[src/rtl/cpu_hazard_pkg.sv]
// ============================================================================
// Module      : cpu_hazard_pkg
// Description : Shared constants for the hazard scoreboard: forwarding select
//               encoding and default result latencies per operation class.
// Revision    : 1.0 - initial release
// ============================================================================
`default_nettype none

package cpu_hazard_pkg;

   localparam int FWD_RF       = 0;
   localparam int FWD_MEMWB    = 1;
   localparam int FWD_EXMEM    = 2;

   localparam int LAT_ALU      = 0;
   localparam int LAT_LOAD     = 1;
   localparam int LAT_MUL      = 3;
   localparam int LAT_DIV      = 7;

   // Latencies at or above this occupy the non-pipelined long-op unit
   localparam int LAT_LONG_MIN = 2;

   function automatic int fwd_code(input int nsrc, input int src_idx);
      return nsrc - src_idx;
   endfunction

endpackage

`default_nettype wire

[src/rtl/fwd_select.sv]
// ============================================================================
// Module      : fwd_select
// Description : Priority match of one EX source index against the forwarding
//               sources; the youngest matching writer wins, x0 never matches.
// Revision    : 1.0 - initial release
// ============================================================================
`default_nettype none

module fwd_select
   import cpu_hazard_pkg::*;
#(
   parameter int AW   = 5,
   parameter int NSRC = 2,
   parameter int SW   = 2
) (
   input  logic [AW-1:0]      rs,
   input  logic [NSRC-1:0]    src_wr,
   input  logic [NSRC*AW-1:0] src_rd,
   output logic [SW-1:0]      sel
);

   always_comb begin
      sel = SW'(FWD_RF);
      // Walk oldest to youngest so the lowest index is written last
      for (int i = NSRC - 1; i >= 0; i--) begin
         if (src_wr[i] && (src_rd[i*AW +: AW] == rs) && (src_rd[i*AW +: AW] != '0)) begin
            sel = SW'(fwd_code(NSRC, i));
         end
      end
   end

endmodule

`default_nettype wire

[src/rtl/hazard_scoreboard.sv]
// ============================================================================
// Module      : hazard_scoreboard
// Description : Per-register latency scoreboard producing EX forwarding
//               selects, the ID stall request and a stall-cycle counter.
// Revision    : 1.0 - initial release
// ============================================================================
`default_nettype none

module hazard_scoreboard
   import cpu_hazard_pkg::*;
#(
   parameter int NREG    = 32,
   parameter int AW      = 5,
   parameter int NRS     = 2,
   parameter int NSRC    = 2,
   parameter int MAX_LAT = 7,
   parameter int LW      = 3,
   parameter int SW      = 2
) (
   input  logic               clk,
   input  logic               rst_n,
   input  logic               id_valid,
   input  logic [NRS*AW-1:0]  id_rs,
   input  logic [NRS-1:0]     id_rs_used,
   input  logic [AW-1:0]      id_rd,
   input  logic               id_wr,
   input  logic [LW-1:0]      id_lat,
   input  logic               flush,
   input  logic [NRS*AW-1:0]  ex_rs,
   input  logic [NSRC-1:0]    src_wr,
   input  logic [NSRC*AW-1:0] src_rd,
   output logic               stall,
   output logic               issue,
   output logic [NRS*SW-1:0]  fwd_sel,
   output logic [31:0]        stall_cycles
);

   logic [LW-1:0] cnt [NREG];
   logic [LW-1:0] lu_cnt;
   logic [LW-1:0] lat_eff;
   logic          raw_hz;
   logic          waw_hz;
   logic          struct_hz;
   logic          long_op;
   logic          set_rd;

   genvar k;
   generate
      for (k = 0; k < NRS; k++) begin : g_fwd
         fwd_select #(
            .AW   (AW),
            .NSRC (NSRC),
            .SW   (SW)
         ) u_fwd_select (
            .rs     (ex_rs[k*AW +: AW]),
            .src_wr (src_wr),
            .src_rd (src_rd),
            .sel    (fwd_sel[k*SW +: SW])
         );
      end
   endgenerate

   always_comb begin
      lat_eff = id_lat;
      if (32'(id_lat) > MAX_LAT) begin
         lat_eff = LW'(MAX_LAT);
      end

      raw_hz = 1'b0;
      for (int i = 0; i < NRS; i++) begin
         if (id_rs_used[i] && (cnt[id_rs[i*AW +: AW]] != '0)) begin
            raw_hz = 1'b1;
         end
      end

      // A younger, faster write must not land before an older long op on the same rd
      waw_hz    = id_wr && (cnt[id_rd] > lat_eff);
      long_op   = (lat_eff >= LW'(LAT_LONG_MIN));
      struct_hz = long_op && (lu_cnt != '0);

      stall  = id_valid && !flush && (raw_hz || waw_hz || struct_hz);
      issue  = id_valid && !stall && !flush;
      set_rd = issue && id_wr && (id_rd != '0);
   end

   always_ff @(posedge clk or negedge rst_n) begin
      if (!rst_n) begin
         for (int r = 0; r < NREG; r++) begin
            cnt[r] <= '0;
         end
      end else if (flush) begin
         for (int r = 0; r < NREG; r++) begin
            cnt[r] <= '0;
         end
      end else begin
         for (int r = 0; r < NREG; r++) begin
            if (r == 0) begin
               cnt[r] <= '0;
            end else if (set_rd && (id_rd == AW'(r))) begin
               cnt[r] <= lat_eff;
            end else if (cnt[r] != '0) begin
               cnt[r] <= cnt[r] - 1'b1;
            end
         end
      end
   end

   always_ff @(posedge clk or negedge rst_n) begin
      if (!rst_n) begin
         lu_cnt <= '0;
      end else if (flush) begin
         lu_cnt <= '0;
      end else if (issue && long_op) begin
         lu_cnt <= lat_eff - 1'b1;
      end else if (lu_cnt != '0) begin
         lu_cnt <= lu_cnt - 1'b1;
      end
   end

   always_ff @(posedge clk or negedge rst_n) begin
      if (!rst_n) begin
         stall_cycles <= '0;
      end else if (stall && (stall_cycles != '1)) begin
         stall_cycles <= stall_cycles + 32'd1;
      end
   end

endmodule

`default_nettype wire

[config.mk]
export PLATFORM = sky130hd
export DESIGN_NAME = hazard_scoreboard
export DESIGN_NICKNAME = d
export VERILOG_FILES = /design/src/rtl/cpu_hazard_pkg.sv /design/src/rtl/fwd_select.sv /design/src/rtl/hazard_scoreboard.sv
export SDC_FILE = /design/constraint.sdc
export NUM_CORES = 1
export LEC_CHECK = 0
export CAP_MARGIN = 20
export CELL_PAD_IN_SITES_DETAIL_PLACEMENT = 0
export CELL_PAD_IN_SITES_GLOBAL_PLACEMENT = 1
export CORE_MARGIN = 1
export CORE_UTILIZATION = 28
export DETAILED_ROUTE_END_ITERATION = 10
export PLACE_DENSITY = 0.6
export SLEW_MARGIN = 20
export SYNTH_ARGS = -nofsm -noshare
export SYNTH_HDL_FRONTEND = slang
export SYNTH_SLANG_ARGS = --single-unit
[constraint.sdc]
create_clock -name clk -period 7 [get_ports clk]
set_clock_uncertainty 0.05 [all_clocks]
set_input_delay 1.4 -clock clk [delete_from_list [all_inputs] [get_ports clk]]
set_output_delay 1.4 -clock clk [all_outputs]
set_load 0.01 [all_outputs]
After elaboration in Yosys (flattened, before gate mapping)
Index checks and enable logic that the tools add are counted.
- bits in registers: 131
- bits in latches: 0
- bits in read-only memories: 0
- bits in writable memories: 0
- logic and storage cells: 317
- memories kept: 0
- div/mod/pow operators: 0
- $add $sub $neg: 34
- multiplexer cells: 81
- order comparisons: 5
- shift operators: 0
- reduce and logical (&&, ||, !) cells: 124
- bitwise gates (word level): 3
- multiply operators: 0
- equal/unequal tests: 36
- operators by type and width (cell ; count):
    2-to-1 mux 3 bit ; 71
    nonzero test 3 bit ; 66
    subtractor 3 x 1 -> 3 bit, second input constant ; 33
    2-to-1 mux 93 bit ; 1
    equality test 5 bit, second input constant ; 16
    logical AND 1 bit ; 51
    binary-select mux 3 bit (select 5 bit) ; 3
    equality test 5 x 4 -> 1 bit, second input constant ; 8
    adder 32 x 1 -> 32 bit, second input constant ; 1
    inequality test 32 bit, second input constant ; 1
    equality test 5 x 3 -> 1 bit, second input constant ; 4
    equality test 5 bit ; 4
    greater-or-equal comparator 6 bit, second input constant ; 3
    inverter 5 -> 6 bit ; 3
    nonzero test 5 bit ; 3
    equality test 5 x 2 -> 1 bit, second input constant ; 2
    equality test 5 x 1 -> 1 bit, second input constant ; 1
    2-to-1 mux 1 bit ; 4
    2-to-1 mux 2 bit ; 2
    greater-or-equal comparator 3 x 2 -> 1 bit, second input constant ; 1
    greater-than comparator 3 bit ; 1
    zero test 1 bit ; 2
    logical OR 1 bit ; 2

Depth between registers and ports, before layout
Gate-level depths: netlist of the first run.
- depth after elaboration: 19
- mapped depth: 23
- mapped depth without buffers: 20

Cells and area by module
From an unflattened synthesis of the first run, not the netlist that was laid out.
- cell total of the unflattened synthesis: 1053
- area, all modules: 9912.0 um^2
- modules (own cells, without submodules) (module ; seq. area each (um^2) ; times used ; cells an instance ; area an instance (um^2)):
    hazard_scoreboard ; 3203.1 ; 1 ; 1013 ; 9609.2
    fwd_select ; 0.0 ; 2 ; 20 ; 151.4

Worst setup path before layout of the first run
OpenSTA, ideal clock, no wires.
- kind: input -> output
- from: input id_rd[0]
- to: output issue
- arrival: 4.980 ns
- data required time: 5.550 ns
- stages on the path: 14
- slack: 0.570 ns
- cells stage by stage: buf_1 > mux4_2 > mux4_2 > a21oi_1 > a21oi_1 > ha_1 > nor2b_1 > nor3_1 > o22ai_1 > or4_4 > o221ai_4 > nand3_4 > buf_6 > inv_1
- word-level cells in the longest chain between the ends: 12
- ends and longest elaborated chain (item ; RTL line ; RTL):
    start, declared ; hazard_scoreboard.sv:25 ; input logic [AW-1:0] id_rd,
    inverter 5 -> 6 bit (not written as such) ; hazard_scoreboard.sv:77 ; waw_hz = id_wr && (cnt[id_rd] > lat_eff);
    binary-select mux 3 bit (select 5 bit) ; hazard_scoreboard.sv:77 ;
    2-to-1 mux 3 bit (not written as such) (2 in a row) ; hazard_scoreboard.sv:77 ;
    greater-than comparator 3 bit ; hazard_scoreboard.sv:77 ;
    logical AND 1 bit ; hazard_scoreboard.sv:77 ;
    logical OR 1 bit (2 in a row) ; hazard_scoreboard.sv:81 ; stall = id_valid && !flush && (raw_hz || waw_hz || struct_hz);
    logical AND 1 bit ; hazard_scoreboard.sv:81 ;
    zero test 1 bit ; hazard_scoreboard.sv:82 ; issue = id_valid && !stall && !flush;
    logical AND 1 bit (2 in a row) ; hazard_scoreboard.sv:82 ;
    end, declared ; hazard_scoreboard.sv:33 ; output logic issue,
No other way between the ends. The select of a mux whose other input is x is not followed.

Worst setup path after layout of the first run
- from: input id_rd[1]
- to: output stall
- word-level cells in the longest chain between the ends: 9
- ends and longest elaborated chain (item ; RTL line ; RTL):
    inverter 5 -> 6 bit (not written as such) ; hazard_scoreboard.sv:77 ;
    binary-select mux 3 bit (select 5 bit) ; hazard_scoreboard.sv:77 ;
    2-to-1 mux 3 bit (not written as such) (2 in a row) ; hazard_scoreboard.sv:77 ;
    greater-than comparator 3 bit ; hazard_scoreboard.sv:77 ;
    logical AND 1 bit ; hazard_scoreboard.sv:77 ;
    logical OR 1 bit (2 in a row) ; hazard_scoreboard.sv:81 ;
    logical AND 1 bit ; hazard_scoreboard.sv:81 ;
    end, declared ; hazard_scoreboard.sv:32 ; output logic stall,
No other way between the ends. The select of a mux whose other input is x is not followed.

==> results of run 1 <==
## worst max-delay path, delay by kind of cell
family,cells,cell delay (ns)
buf+inv,4,1.18
fa+ha+maj,1,0.29
simple gates,3,0.77
compound gates,4,0.58
mux,2,1.01
## per-layer routing
layer / vias up / track usage / routed length [µm]
met5: - / 0 / 0
met4: 0 / 0.0515 / 575
met3: 42 / 0.0362 / 1800
met2: 239 / 0.276 / 14100
met1: 3934 / 0.233 / 14000
li1: 3964 / - / -
## how the worst max path moves through the flow
stage / from / end / slack, ns / cells past startpoint
2_1_floorplan: id_rd[0] / issue / 0.57 / 14
3_3_place_gp: id_rd[1] / issue / 0.08 / 15
3_5_place_dp: id_rd[1] / issue / 0.08 / 14
4_1_cts: id_rd[1] / issue / 0.06 / 14
5_1_grt: id_rd[2] / issue / 0.09 / 15
6_report: id_rd[1] / stall / 0.31 / 14
## through the flow
step	std cells	worst slack [ns]	area, µm²	util	total power, mW
finish	1639	0.312	12200	0.343	4.79
detailed placement	1606	0.0843	11600	0.325	3.84
global route	1639	0.0893	12200	0.343	5.27
floorplan	1080	0.570	10100	-	3.20
CTS	1638	0.0615	12200	0.343	4.82
global placement	1606	0.0824	11600	0.325	3.81
## flip-flops by register name (all words and copies together), names as in the netlist
signal        count
stall_cycles     32
cnt              93
lu_cnt            3
## layout make-up
class | count | area, µm² | share of cell area
Clock buffer | 18 | 439 | 0.0360
Clock inverter | 14 | 179 | 0.0146
Inverter | 112 | 420 | 0.0344
Multi-Input combinational cell | 790 | 6290 | 0.515
Sequential cell | 128 | 3200 | 0.262
Tap cell | 461 | 577 | 0.0472
Timing Repair Buffer | 116 | 1110 | 0.0909
## cell families (layout without fill, tap and decap cells)
kind of cell               count (synthesis)  count (layout)  synth area share
and+or+nand+nor                          376             376             0.190
buffers and inverters                    162             260            0.0642
AOI/OAI and AO/OA                        136             136            0.0852
muxes                                    128             128             0.189
DFF                                      128             128             0.317
xor gates and xnor gates                  83              83            0.0718
adders and majority gates                 67              67            0.0828
## power by group through the flow
stage | Sequential [mW] | Combinational [mW] | Clock [mW]
after floorplan | 1.25 | 1.95 | 0
after global placement | 1.43 | 2.38 | 0
after detailed placement | 1.42 | 2.42 | 0
after CTS | 1.41 | 2.44 | 0.981
after global routing | 1.45 | 2.81 | 1.01
final | 1.41 | 2.43 | 0.956
## timing repair
| action | in CTS | in global routing |
|---|---|---|
| endpoints found under the setup margin | 0 | 2 |
| setup buffers | 0 | 0 |
| gates resized for setup | 0 | 2 |
## cells in the mapped netlist (3+ instances only)
library cell    n  area (µm²)
a211o_1         4        35.0
a211oi_1        4        30.0
a21oi_1        80         400
a311oi_1        4        35.0
and2_1          5        31.3
and3_1         10        62.6
and4_1          5        43.8
buf_1           6        22.5
buf_2           3        15.0
buf_6           4        45.0
clkbuf_1       35         131
dfrtp_1       128        3200
ha_1           67         838
inv_1         112         420
mux2_2         58         653
mux2_4         39         586
mux4_2         29         653
nand2_1        21        78.8
nand2b_1        8        50.1
nand3_1        24         120
nand4_1        27         169
nor2_1        191         717
nor2b_1         5        31.3
nor3_1         22         110
nor3b_2         3        37.5
nor4_1         17         106
nor4_2          3        37.5
nor4b_1         3        26.3
o21ai_0        13        65.1
o22ai_1         5        31.3
o41ai_1         3        26.3
or3_1           5        31.3
or3_4          13         146
or4_1           4        30.0
or4_4           3        33.8
xnor2_1        36         315
xor2_1         47         412
==> impl_metrics.csv, run 1 <==
group,metric,value,unit
outcome,status,"finished, final reports clean",
floorplan,row_count,69,
sta,setup_viol,0,
yosys,syn_inst,1080,
setup_path,path_max_fanout,15,
clocking,htreeDepth,4,
job,max_cap_violations,0,
clocking,cts_buffer_depth,2,
sta,hold_viol,0,
sta,fin_crit_sh,0.955,
global_routing,grt_max_degree,66,
setup_path,r2r-end,"cnt[46]",
setup_path,critPathKind,"in2out",
yosys,yosys_warnings,0,
sta,fin_setup_tns,0,ns
power_and_ir_drop,p_leak,5.30,nW
setup_path,crit_arrival,5.24,ns
cells_and_area,diodes,0,
power_and_ir_drop,p_per_area,392,mW/mm²
setup_path,cp-end-kind,"output pin",
setup_path,ff2ff_setup_slack,2.27,ns
power_and_ir_drop,clockPowerShare,0.200,
floorplan,start_util,0.284,
clocking,hold_buffers,0,
clocking,clockRootBuffer,"clkbuf_16",
setup_path,crit_required,5.55,ns
clocking,cts-buffers-inserted,17,
global_routing,grt_remaining_overflow,0,
yosys,ys_dominant_reg_cell,"dfrtp_1",
sta,max_freq,0.150,GHz
power_and_ir_drop,cellInternalPower,2.83,mW
global_routing,grt_use_total,0.173,
sta,holdWs,0.409,ns
route,routedWlPerCell,18.6,µm
route,dr_total_vias,8179,
route,drc_errors,0,
place,dp_hpwl,22200,µm
route,vias_per_cell,4.99,
floorplan,die_w,192,µm
cells_and_area,layout_common_cells,"nor2_1, dfrtp_1, inv_1",
min_path,min_to,"lu_cnt[0]",
route,first_pass_iters,5,
setup_path,path_cells,"dlymetal6s2s_1, buf_12, mux4_2, mux4_2, nor2_1, nor2_1, ha_1, o211ai_1, o22ai_1, or4_4, o221ai_4, buf_4, a21oi_2, clkdlybuf4s50_1",
place,gp_congestion,0.923,
route,dr.first_iter.drc_count,549,
global_routing,antenna_found_initial,0,
cells_and_area,n_fill_cell,3705,
route,routed_wl,30500,µm
power_and_ir_drop,ir_worst_vdd,240,µV
min_path,worstHoldStart,"lu_cnt[0]",
yosys,async_reset_ff_frac,1.00,
setup_path,slowest_stage,"or4_4",
floorplan,die-height,192,µm
yosys,ys_ff_latch,128,
floorplan,die_area,0.0369,mm²
route,ant_nets,0,
yosys,synth_area,0.0101,mm²
power_and_ir_drop,p_seq_frac,0.293,
min_path,hold_path_depth,1,
sta,rsz0062_at_grt,"no",
sta,maxSlewViolCount,0,
cells_and_area,drive_above_1_share,0.190,
global_routing,grt_pass1_wl,48400,µm
sta,slew_headroom,0.322,
clocking,clock_sinks,128,
setup_path,r2r_cells,14,
sta,post-route-min-period,6.69,ns
clocking,tritoncts,"built",
yosys,avgSynthCellArea,9.37,µm²
clocking,insertion_delay,0.44,ns
clocking,clk_pin_slew,0.06,ns
global_routing,grt_pass1_vias,8299,
setup_path,max_stage_delay,0.57,ns
cells_and_area,final_common_cell,"nor2_1",
floorplan,ios,85,
min_path,hold_class,"reg2reg",
setup_path,crit-reg2reg-launch,"cnt[16]",
floorplan,core_area,0.0356,mm²
cells_and_area,nets,1279,
cells_and_area,area_growth,20.7,%
yosys,synth_edf_count,0,
power_and_ir_drop,p_comb_frac,0.507,
yosys,synth_nets,1194,
setup_path,worstSetupStartpointType,"primary input",
power_and_ir_drop,p_switching,1.96,mW
power_and_ir_drop,power.share.switching,0.410,
place,io_buffer_count,84,
yosys,yosysUniqueCellTypes,63,
yosys,seq_area_frac_synth,0.317,
sta,tightest_slew,1.01,ns
Power figures use the tool's default switching activity.
==> run 2: changes to the inputs <==
CORE_UTILIZATION = 46   (was 28)
PLACE_DENSITY = 0.87   (was 0.6)
==> run 2 against run 1 <==
- flip-flop and latch count is the same
- largest cell class unchanged
- largest power group unchanged
- register-to-register slack lost 0.07 ns
- design area shrank 2.3%
==> impl_metrics.csv, run 2 (synthesis results as in run 1) <==
group,metric,value,unit
global_routing,grt_use_total,0.255,
route,dr.first_iter.drc_count,712,
setup_path,crit-reg2reg-launch,"cnt[64]",
clocking,cts_buffer_depth,2,
setup_path,crit_start,"id_rd[0]",
floorplan,die_w,150,µm
sta,rsz0062_at_grt,"no",
place,dp_cells,1414,
cells_and_area,largest_register_ffs,93,
clocking,clock_sinks,128,
min_path,worstHoldStart,"lu_cnt[0]",
outcome,status,"finished, final reports clean",
power_and_ir_drop,p_leak,5.27,nW
cells_and_area,layout_common_cells,"nor2_1, dfrtp_1, inv_1",
floorplan,start_util,0.475,
setup_path,r2r_cells,14,
setup_path,ff2ff_setup_slack,2.20,ns
place,io_buffer_count,84,
cells_and_area,final_common_cell,"nor2_1",
global_routing,antenna_found_initial,0,
floorplan,row_count,53,
route,ant_nets,0,
cells_and_area,stdcell_area,0.0119,mm²
route,routedWlPerCell,19.0,µm
route,drc_errors,0,
cells_and_area,diodes,0,
min_path,hold_path_depth,1,
floorplan,ios,85,
sta,maxSlewViolCount,0,
sta,tightest_slew,0.974,ns
cells_and_area,multi_input_area,0.00630,mm²
clocking,clockRootBuffer,"clkbuf_16",
setup_path,crit_arrival,5.29,ns
power_and_ir_drop,ir_worst_vdd,315,µV
place,dp_slack,0.0991,ns
sta,post-route-min-period,6.74,ns
setup_path,worstSetupStartpointType,"primary input",
global_routing,grt_remaining_overflow,0,
min_path,hold_class,"reg2reg",
floorplan,die_area,0.0226,mm²
route,vias_per_cell,5.80,
clocking,htreeDepth,4,
setup_path,r2r-end,"cnt[46]",
cells_and_area,largestRegisters,"cnt: 93 flops, stall_cycles: 32 flops, lu_cnt: 3 flops",
cells_and_area,n_fill_cell,1835,
clocking,insertion_delay,0.44,ns
clocking,hold_buffers,0,
min_path,min_to,"lu_cnt[0]",
cells_and_area,final_util,0.561,
route,first_pass_iters,5,
cells_and_area,nets,1273,
route,dr_total_vias,8395,
place,dp_hpwl,19900,µm
cells_and_area,final-seq-area,0.00320,mm²
sta,setup_viol,0,
floorplan,core_area,0.0213,mm²
cells_and_area,regMostFlops,"cnt",
setup_path,crit_required,5.55,ns
sta,hold_viol,0,
floorplan,die-height,150,µm
job,max_cap_violations,0,
sta,fin_crit_sh,0.963,
sta,worst_slack,0.262,ns
clocking,cts_resized,0,
global_routing,grt_pass1_wl,44000,µm
place,place_area,0.0113,mm²
setup_path,cp-end-kind,"output pin",
cells_and_area,area_growth,18.0,%
sta,max_freq,0.148,GHz
setup_path,path_max_fanout,15,
global_routing,grt_max_degree,66,
sta,fin_setup_tns,0,ns
setup_path,critPathKind,"in2out",
clocking,postCtsSetupRepairBufs,0,
cells_and_area,drive_above_1_share,0.187,
clocking,clk_pin_slew,0.07,ns
cells_and_area,layoutNonFillerInstCount,1447,
route,routed_wl,27500,µm
sta,slew_headroom,0.349,
place,gp_congestion,0.976,
power_and_ir_drop,p_per_area,395,mW/mm²
clocking,tritoncts,"built",
clocking,cts-buffers-inserted,17,
global_routing,grt_pass1_vias,8044,
==> run 2: cell types whose count changed in the layout (fill, tap and decap cells not counted), sizes merged <==
cell,change
clkbuf,-1
buf,-6
bufinv,-3
clkinvlp,+1
inv,+3
==> run 2: how the worst max path moves through the flow <==
stage	endpoint	slack, ns	depth (start not counted)
after floorplan	issue	0.57	14
after global placement	issue	0.16	15
after detailed placement	issue	0.1	15
after CTS	issue	0.08	15
after global routing	issue	0.03	16
final	issue	0.26	16
==> run 2: power breakdown <==
group | switching [mW] | total [mW] | internal [mW] | leakage (nW)
clock | 0.417 | 0.901 | 0.484 | 0.293
sequential | 0.389 | 1.39 | 1.01 | 1.69
combinational | 1.18 | 2.42 | 1.24 | 3.28
==> run 2: area by class of cell <==
type,count,area share
multi-input cells,790,0.527
flip-flops and latches,128,0.268
repair buffers,110,0.0892
clock buffers,17,0.0356
inverters,112,0.0352
well taps,275,0.0288
clock inverters,15,0.0155
==> run 2: worst max-delay path: stages <==
cell	delay, ns
clkbuf_4	0.29
buf_6	0.23
mux4_2	0.51
mux4_2	0.45
a21oi_1	0.14
nand2_1	0.07
o21ai_0	0.10
ha_1	0.18
nor2b_1	0.04
nor3_1	0.16
o22ai_1	0.13
or4_4	0.57
o221ai_4	0.29
nand3_4	0.10
inv_1	0.09
clkdlybuf4s50_1	0.53
==> run 2: per-stage QoR <==
stage	power, mW	hold WS [ns]
after floorplan	3.20	0.378
after global placement	3.72	0.396
after detailed placement	3.78	0.399
after CTS	4.72	0.406
after global routing	5.12	0.452
final	4.72	0.406
==> run 2: metal layers <==
metal,track usage,wire length [µm]
met3,0.0467,2030
met1,0.349,12200
met4,0.110,844
met2,0.393,12400
met5,0,0
==> run 3: changes to the inputs <==
CORE_UTILIZATION = 51   (was 46)
DONT_BUFFER_PORTS = 1   (was unset)
PLACE_DENSITY = 0.88   (was 0.87)
==> run 3 against run 2 <==
- non-clock buffer count decreased by 107
- register-to-register slack got worse by 0.03 ns
- sequential share of layout area increased by 2.6 points
- global-route usage increased by 1.8 points
- design area decreased by 8.9%
- worst hold slack improved by 0.016 ns
- largest power group unchanged
- utilization decreased by 0.17 points
- count of clock-buffer cells in the layout increased by 2
- via count decreased by 4.3%
- clock power increased by 5.2%
- critical path depth decreased by 2
==> impl_metrics.csv, run 3 (synthesis results as in run 1) <==
group,metric,value,unit
cells_and_area,area_growth,7.55,%
cells_and_area,layoutNonFillerInstCount,1330,
power_and_ir_drop,p_leak,4.82,nW
route,routedWlPerCell,19.8,µm
global_routing,grt_max_degree,129,
cells_and_area,nets,1166,
sta,max_freq,0.158,GHz
floorplan,start_util,0.520,
setup_path,ff2ff_setup_slack,2.17,ns
floorplan,core_area,0.0195,mm²
route,first_pass_iters,5,
power_and_ir_drop,p_total,4.63,mW
setup_path,r2r_cells,14,
clocking,cts_buffer_depth,2,
setup_path,path_max_fanout,31,
cells_and_area,largest_register_ffs,93,
floorplan,ios,85,
sta,tightest_slew,0.962,ns
setup_path,path_cells,"nand2b_1, o21ai_0, mux4_2, a21oi_1, a21oi_1, ha_1, nor2b_1, nor3_1, o22ai_1, or4_4, o221ai_4, nand3_4, buf_4, inv_1",
clocking,cts_resized,0,
cells_and_area,diodes,0,
min_path,hold_path_depth,1,
route,ant_nets,0,
power_and_ir_drop,ir_worst_vdd,194,µV
setup_path,crit-reg2reg-launch,"cnt[64]",
place,dp_hpwl,18500,µm
sta,slew_headroom,0.357,
sta,worst_slack,0.672,ns
setup_path,crit_arrival,4.88,ns
global_routing,grt_pass1_wl,42300,µm
place,place_area,0.0103,mm²
sta,hold_viol,0,
clocking,cts-buffers-inserted,17,
route,vias_per_cell,6.04,
clocking,htreeDepth,4,
setup_path,crit_required,5.55,ns
floorplan,die_w,143,µm
setup_path,critPathKind,"in2out",
global_routing,grt_remaining_overflow,0,
setup_path,worstSetupStartpointType,"primary input",
cells_and_area,largestRegisters,"cnt: 93 flops, stall_cycles: 32 flops, lu_cnt: 3 flops",
place,dp_slack,0.743,ns
cells_and_area,layout_common_cells,"nor2_1, dfrtp_1, inv_1",
clocking,tritoncts,"built",
place,gp_congestion,0.976,
clocking,clock_sinks,128,
clocking,hold_buffers,0,
setup_path,max_stage_delay,0.60,ns
setup_path,r2r-end,"cnt[63]",
clocking,postCtsSetupRepairBufs,0,
job,max_cap_violations,0,
min_path,worstHoldStart,"lu_cnt[0]",
sta,post-route-min-period,6.33,ns
min_path,min_to,"lu_cnt[0]",
cells_and_area,final-seq-area,0.00320,mm²
cells_and_area,final_common_cell,"nor2_1",
global_routing,antenna_found_initial,0,
cells_and_area,stdcell_area,0.0109,mm²
outcome,status,"finished, final reports clean",
setup_path,cp-end-kind,"output pin",
floorplan,row_count,51,
power_and_ir_drop,p_per_area,425,mW/mm²
sta,maxSlewViolCount,0,
global_routing,grt_use_total,0.273,
route,dr_total_vias,8031,
place,io_buffer_count,0,
route,routed_wl,26300,µm
clocking,clk_pin_slew,0.06,ns
min_path,hold_class,"reg2reg",
route,drc_errors,0,
sta,fin_crit_sh,0.904,
sta,rsz0062_at_grt,"no",
floorplan,die_area,0.0204,mm²
setup_path,slowest_stage,"or4_4",
clocking,clockRootBuffer,"clkbuf_16",
global_routing,grt_pass1_vias,7901,
floorplan,die-height,143,µm
sta,fin_setup_tns,0,ns
sta,setup_viol,0,
cells_and_area,regMostFlops,"cnt",
cells_and_area,n_fill_cell,1737,
route,dr.first_iter.drc_count,670,
cells_and_area,multi_input_area,0.00629,mm²
setup_path,crit_path_frequent_cell,"a21oi_1",
place,dp_cells,1298,
cells_and_area,drive_above_1_share,0.179,
clocking,insertion_delay,0.43,ns
## run 3: cell count changes in the layout (fill, tap and decap cells not counted), sizes merged
cell / delta
buf: -24
bufinv: +3
clkdlybuf4s50: -80
clkinv: -3
clkinvlp: +1
dlymetal6s2s: -1
inv: -3
## run 3: worst max path at each step
stage               startpoint  endpoint  slack (ns)  cells after the start
global placement      id_rd[0]     issue        0.87                     13
floorplan             id_rd[0]     issue        0.57                     14
CTS                   id_rd[0]     issue        0.72                     14
detailed placement    id_rd[0]     issue        0.74                     14
finish                id_rd[0]     issue        0.67                     14
global route          id_rd[0]     issue        0.46                     14
## run 3: metal layers
metal / part of all wire / vias to the layer above / wire length, µm / global-route usage
met5: 0 / - / 0 / 0
met4: 0.034 / 0 / 901 / 0.124
met3: 0.093 / 67 / 2440 / 0.0835
met2: 0.44 / 331 / 11700 / 0.414
met1: 0.43 / 3894 / 11300 / 0.358
li1: - / 3739 / - / -
## run 3: worst max-delay path, delay by kind of cell
kind            cells  cell delay, ns
buf+inv             2            0.46
simple gates        5            1.33
mux                 1            0.47
compound gates      5            0.89
fa+ha+maj           1            0.30
## run 3: metrics by stage
stage,util,hold slack [ns]
after global routing,0.559,0.455
after CTS,0.559,0.414
after floorplan,-,0.378
final,0.559,0.422
after global placement,0.527,0.405
after detailed placement,0.527,0.406
## run 3: power breakdown
group          switching (mW)  internal [mW]
combinational            1.10           1.18
clock                   0.371          0.577
sequential              0.397           1.01
## run 3: final cells by class
type                            count  area share
Clock buffer                       19      0.0407
Clock inverter                     13      0.0161
Inverter                          112      0.0386
Multi-Input combinational cell    790       0.578
Sequential cell                   128       0.294
Tap cell                          265      0.0305
Timing Repair Buffer                3     0.00207
